$ cat src/rtl/uart_rx.sv
// uart_rx: 8N1 serial receiver running on a 4x-baud clock.
// The rx line is synchronized, then each bit is sampled once in its
// middle. Completed bytes are presented through rx_valid / rx_ack, with
// sticky overrun and framing-error flags.
module uart_rx (
    input  logic       clk,
    input  logic       res,
    input  logic       rx,
    input  logic       rx_ack,
    output logic [7:0] rx_byte,
    output logic       rx_valid,
    output logic       rx_ovr,
    output logic       rx_ferr,
    output logic       busy
);

    typedef enum logic [2:0] {
        IDLE  = 3'd0,
        START = 3'd1,
        DATA  = 3'd2,
        STOP  = 3'd3,
        BRK   = 3'd4
    } state_t;

    state_t     state;
    logic       sync_meta;
    logic       rxs;
    logic [1:0] ph;
    logic [2:0] bc;
    logic [7:0] shreg;

    // ph == 1 is mid-bit. Each sample point is 4 clocks after the previous one.
    logic sample_pt;
    logic data_shift;
    logic frame_good;
    logic frame_bad;

    assign sample_pt  = (ph == 2'd1);
    assign data_shift = (state == DATA) && sample_pt;
    assign frame_good = (state == STOP) && sample_pt && rxs;
    assign frame_bad  = (state == STOP) && sample_pt && !rxs;

    // Two-flop synchronizer. It resets to the idle (high) line level.
    always_ff @(posedge clk or posedge res) begin
        if (res) begin
            sync_meta <= 1'b1;
            rxs       <= 1'b1;
        end else begin
            sync_meta <= rx;
            rxs       <= sync_meta;
        end
    end

    // Frame FSM with phase and bit counters. busy mirrors "not IDLE".
    always_ff @(posedge clk or posedge res) begin
        if (res) begin
            state <= IDLE;
            ph    <= 2'd0;
            bc    <= 3'd0;
            busy  <= 1'b0;
        end else begin
            case (state)
                IDLE: begin
                    if (!rxs) begin
                        state <= START;
                        ph    <= 2'd0;
                        busy  <= 1'b1;
                    end
                end
                START: begin
                    // ph+1 at the sample point is 2, which is the entry phase for DATA.
                    ph <= ph + 2'd1;
                    if (sample_pt) begin
                        if (rxs) begin
                            state <= IDLE;
                            busy  <= 1'b0;
                        end else begin
                            state <= DATA;
                            bc    <= 3'd0;
                        end
                    end
                end
                DATA: begin
                    ph <= ph + 2'd1;
                    if (sample_pt) begin
                        if (bc == 3'd7) begin
                            state <= STOP;
                        end else begin
                            bc <= bc + 3'd1;
                        end
                    end
                end
                STOP: begin
                    ph <= ph + 2'd1;
                    if (sample_pt) begin
                        if (rxs) begin
                            state <= IDLE;
                            busy  <= 1'b0;
                        end else begin
                            state <= BRK;
                        end
                    end
                end
                BRK: begin
                    // A held-low line must go high again before a new start bit counts.
                    if (rxs) begin
                        state <= IDLE;
                        busy  <= 1'b0;
                    end
                end
                default: begin
                    state <= IDLE;
                    busy  <= 1'b0;
                end
            endcase
        end
    end

    // Shift register. Each bit captures rxs at its own data sample point, LSB first.
    for (genvar gi = 0; gi < 8; gi++) begin : g_shift
        always_ff @(posedge clk or posedge res) begin
            if (res) begin
                shreg[gi] <= 1'b0;
            end else if (data_shift && (bc == 3'(gi))) begin
                shreg[gi] <= rxs;
            end
        end
    end

    // Output byte and handshake flags. A flag being set wins over a same-cycle ack.
    always_ff @(posedge clk or posedge res) begin
        if (res) begin
            rx_byte  <= 8'h00;
            rx_valid <= 1'b0;
            rx_ovr   <= 1'b0;
            rx_ferr  <= 1'b0;
        end else begin
            if (frame_good) begin
                rx_byte  <= shreg;
                rx_valid <= 1'b1;
                rx_ovr   <= rx_ack ? 1'b0 : (rx_ovr | rx_valid);
            end else if (rx_ack) begin
                rx_valid <= 1'b0;
                rx_ovr   <= 1'b0;
            end

            if (frame_bad) begin
                rx_ferr <= 1'b1;
            end else if (rx_ack) begin
                rx_ferr <= 1'b0;
            end
        end
    end

endmodule
$ cat config.mk
export PLATFORM = sky130hd
export DESIGN_NAME = uart_rx
export DESIGN_NICKNAME = d
export VERILOG_FILES = /design/src/rtl/uart_rx.sv
export SDC_FILE = /design/constraint.sdc
export NUM_CORES = 1
export LEC_CHECK = 0
export CAP_MARGIN = 0
export CORE_ASPECT_RATIO = 1.4
export CORE_MARGIN = 2
export CORE_UTILIZATION = 45
export CTS_BUF_LIST = sky130_fd_sc_hd__clkbuf_16
export CTS_CLUSTER_DIAMETER = 100
export DETAILED_ROUTE_END_ITERATION = 6
export PLACE_DENSITY = 0.67
export SYNTH_ARGS = -nofsm -noshare
export SYNTH_HDL_FRONTEND = slang
export SYNTH_SLANG_ARGS = --single-unit
$ cat constraint.sdc
create_clock -name clk -period 4.7 [get_ports clk]
set_input_delay 0.94 -clock clk [delete_from_list [all_inputs] [get_ports clk]]
set_output_delay 0.94 -clock clk [all_outputs]
set_load 0.1 [all_outputs]
## Yosys cells after proc, flatten, opt, wreduce, memory -nomap -nowiden

Index checks and enable logic that the tools add are counted.

- Output and inout bits: 12
- Input port bits: 4
- Register bits: 30
- Word-level logic and storage cells: 93

- $add $sub $neg: 2
- Mux-type cells: 25
- Bitwise logic cells: 2
- Equal/unequal tests: 21
- Reduce and logical (&&, ||, !) cells: 25

Operator list:

| kind | number |
|---|---|
| $mux W3 | 11 |
| $eq A3 B3 Y1 const B | 5 |
| $pmux W3 S5 | 1 |
| $ne A2 B2 Y1 const B | 7 |
| $eq A3 B2 Y1 const B | 4 |
| $logic_and A1 B1 Y1 | 12 |
| $mux W1 | 8 |
| $reduce_bool A2 Y1 | 4 |
| $eq A3 B1 Y1 const B | 2 |
| $logic_not A3 Y1 | 2 |
| $pmux W3 S2 | 1 |
| $reduce_and A6 Y1 | 1 |
| $reduce_and A5 Y1 | 1 |
| $mux W2 | 2 |
| $ne A2 B1 Y1 const B | 2 |
| $pmux W1 S4 | 1 |
| $pmux W2 S2 | 1 |
| $add A3 B1 Y3 const B | 1 |
| $reduce_and A3 Y1 | 1 |
| $reduce_or A3 Y1 | 1 |
| $add A2 B1 Y2 const B | 1 |
| $eq A2 B1 Y1 const B | 1 |
| $reduce_and A2 Y1 | 1 |
| $reduce_or A2 Y1 | 1 |
| other kinds (3) | 3 |

## Longest topological paths before layout

- Word-level depth: 4
- Gate-level depth with buffers: 6
- Depth with buffers taken out: 5

## Worst setup path after synthesis

Ideal clock, no wire load.

- Kind: register to output
- Start point: reg busy
- End point: out busy
- Data arrival time: 901 ps
- Path slack: 2859 ps
- Data required time: 3760 ps
- Stages on the path, launching flop included: 1
- Buffers on the path: 0
- Cells stage by stage: dfrtp_1

RTL lines:

| element | line | source |
|---|---|---|
| start, declared | 14 | `output logic busy` |
| start signal, assigned | 60 | `busy <= 1'b0;` |
| start signal, assigned | 67 | `busy <= 1'b1;` |
| start signal, assigned | 76 | `busy <= 1'b0;` |

No word-level cell between the ends.

## Final worst setup path

- Start point: reg rx_valid
- End point: out rx_valid

RTL lines:

| element | line | source |
|---|---|---|
| start, declared | 11 | `output logic rx_valid,` |
| start signal, assigned | 134 | `rx_valid <= 1'b0;` |
| start signal, assigned | 140 | `rx_valid <= 1'b1;` |
| start signal, assigned | 143 | `rx_valid <= 1'b0;` |

No word-level cell between the ends.

==> metrics.cfg <==
[run_status]
status = finished, final reports clean

[clocking]
postCtsSetupRepairBufs = 0
cts_tree = built
root_buffer = clkbuf_16
postCtsResizedCells = 0
cts_buffer_depth = 2
postCtsHoldBufs = 0
cts_sinks = 30
worst_skew_pair.late_latency_ns = 0.27
numCtsBuffers = 5
clk_pin_slew_ns = 0.05
htreeDepth = 2

[synthesis]
ys_seq_elements = 30
yosys_warnings = 0
synthCells = 110
syn_area_um2 = 1403
yosysTopAreaCell = dfrtp_1
synth.top_cell.area_share_pct = 49.96
synth_top_cells_by_count = dfrtp_1, mux2_2, inv_1
avgSynthCellArea_um2 = 12.75
async_flop_share_pct = 100.0
synth_most_common_cell = dfrtp_1
synth_edf_count = 0
yosys.cell_types.count = 31
ys.flop_type = dfrtp_1
ys_seq_area_share_pct = 53.70
syn_nets = 121
synth.top_cells.by_area = dfrtp_1, mux2_2, mux2_4, ha_1, dfstp_2

[detailed_routing]
drc = 0
drt_iter0_markers = 5
drtAntennaViolNets = 0
wl_mm = 2.341
drt-pass1-iter-count = 3
num_vias = 861
post_drt_via_cell_ratio = 5.156
drt-wirelength-per-cell_um = 14.02

[worst_hold_path]
hold_path.startpoint = sync_meta
holdCritPathClass = reg -> reg
min_path_cells = 0
min_to = rxs

[power_and_ir_drop]
seq_power_share_pct = 36.9
combPwrFrac_pct = 33.6
power_density_nw_per_um2 = 592.5
p_sw_uw = 374.7
p_leak_nw = 0.8045
pwr-share-clk_pct = 29.5
vdd_drop_max_v = 0.0002944
sw_frac_of_total_pct = 36.97
intPower_uw = 638.8

[worst_setup_path]
endpoint_kind = primary output
worstRegToRegCells = 5
max_stage_delay_ns = 1.15
rr_startpoint = ph[1]
path_delay_family = buffers and inverters
worstPathMaxFanout = 2
arrival_ns = 1.76
cp-start-kind = flop
rrSetupSlack_ns = 2.80
crit_path_cell_trace = clkdlybuf4s50_1
timing_worst_setup_path_type = reg -> out
required_ns = 3.76
cp_num_buf_inv = 1
timing.rr.end = shreg[5]
cp_slowest_cell = clkdlybuf4s50_1

[floorplan]
fp.dieArea_um2 = 3586
io_pins = 16
die_w_um = 51.19
initial_core_util_pct = 46.25
rows = 24
die_h_um = 70.06
core_um2 = 3033

[run]
drv_cap = 0

[finish]
area_growth_pct = 21.94
nets = 138
postLayoutCellArea_um2 = 1710
antenna_cells = 0
drive_gt1_share_pct = 24.22

[sta]
slew_headroom_pct = 23.88
whs_ns = 0.3589
min_period_ns = 2.705
worst-slew-pin-transition_ns = 1.141
hold_violations = 0
rsz0062_at_grt = false
tns_ns = 0
fin_skew_ns = 0.003469
fin_crit_sh_pct = 57.55
max_freq_mhz = 369.7
finalMaxSlewViolations = 0
setup_violations = 0

[place]
place_hpwl_mm = 1.660
port_buffers = 15
placedInstanceArea_um2 = 1569
gp_congestion = 0.8594

[global_routing]
grt_usage_pct = 15.74
grt_pass1_wl_mm = 4.153
grt_overflow_total = 0
grt_max_degree = 31
antenna_found_initial = 0
grt_pass1_vias = 890

-- how the worst max path moves through the flow --
stage,startpoint,end,slack [ns],depth (start not counted)
final,rx_valid,rx_valid,2.00,1
after detailed placement,rx_valid,rx_valid,2.28,1
after CTS,rx_valid,rx_valid,1.98,1
after global placement,rx_ferr,rx_ferr,2.31,1
after floorplan,busy,busy,2.86,0
after global routing,rx_valid,rx_valid,1.96,1
-- cell usage in the layout, fill, tap and decap left out, types with 4 or more instances in the layout --
master           instances
dfrtp_1                 28
clkdlybuf4s50_1         15
mux2_2                  11
inv_1                    9
ha_1                     7
nand2_1                  6
mux2_4                   6
nand3_1                  6
clkbuf_16                5
a21oi_1                  4
o21ai_0                  4
-- worst reg2reg max path: cells and delay by family (launching register included) --
kind	cells	cell delay (ns)
and+or+nand+nor	2	0.78
DFF	1	0.35
muxes	1	0.32
buffers and inverters	1	0.07
adders and majority gates	1	0.26
-- flip-flops by register name, summed over array words and instances (netlist names) --
signal and flops:
rx_byte 8, rxs 1, bc 3, rx_ovr 1, state 3, busy 1, sync_meta 1, rx_valid 1
rx_ferr 1, shreg 8, ph 2
-- power groups by stage --
stage               clock network [mW]  logic (mW)  registers (mW)
detailed placement                   0       0.342           0.378
CTS                              0.307       0.345           0.375
floorplan                            0       0.193           0.459
global placement                     0       0.332           0.371
finish                           0.299       0.341           0.374
global route                     0.317       0.372           0.383
-- cells by family (layout without fill, tap and decap cells) --
kind of cell    after synthesis  in the layout  share of synthesized area, %
flops                        30             30                         53.70
simple gates                 28             28                         13.74
mux                          17             17                         15.25
compound gates               14             14                         6.335
buf+inv                      14             32                         4.728
fa+ha+maj                     7              7                         6.244
-- per-layer routing --
layer  global-route usage [%]  share of wire, %
met1                    18.23                41
met2                    25.83                56
met3                    5.769               2.2
met4                    6.306              0.51
met5                        0                 0
-- final cells by class --
cell class	count	area (um2)
fillers	261	1323
clock buffers	5	125.1
inverters	9	33.78
well taps	39	48.80
clock inverters	3	16.27
repair buffers	15	150.1
multi-input cells	66	583.1
flip-flops and latches	30	753.2
-- stage by stage --
step | std cells | util (%) | setup WS, ns | total power [mW]
after floorplan | 110 | - | 2.859 | 0.6520
after global placement | 159 | 51.73 | 2.308 | 0.7038
after CTS | 167 | 56.39 | 1.984 | 1.027
after global routing | 167 | 56.39 | 1.959 | 1.072
final | 167 | 56.39 | 1.995 | 1.013
after detailed placement | 159 | 51.73 | 2.280 | 0.7207
No activity file was read; power rests on OpenSTA's default activity.
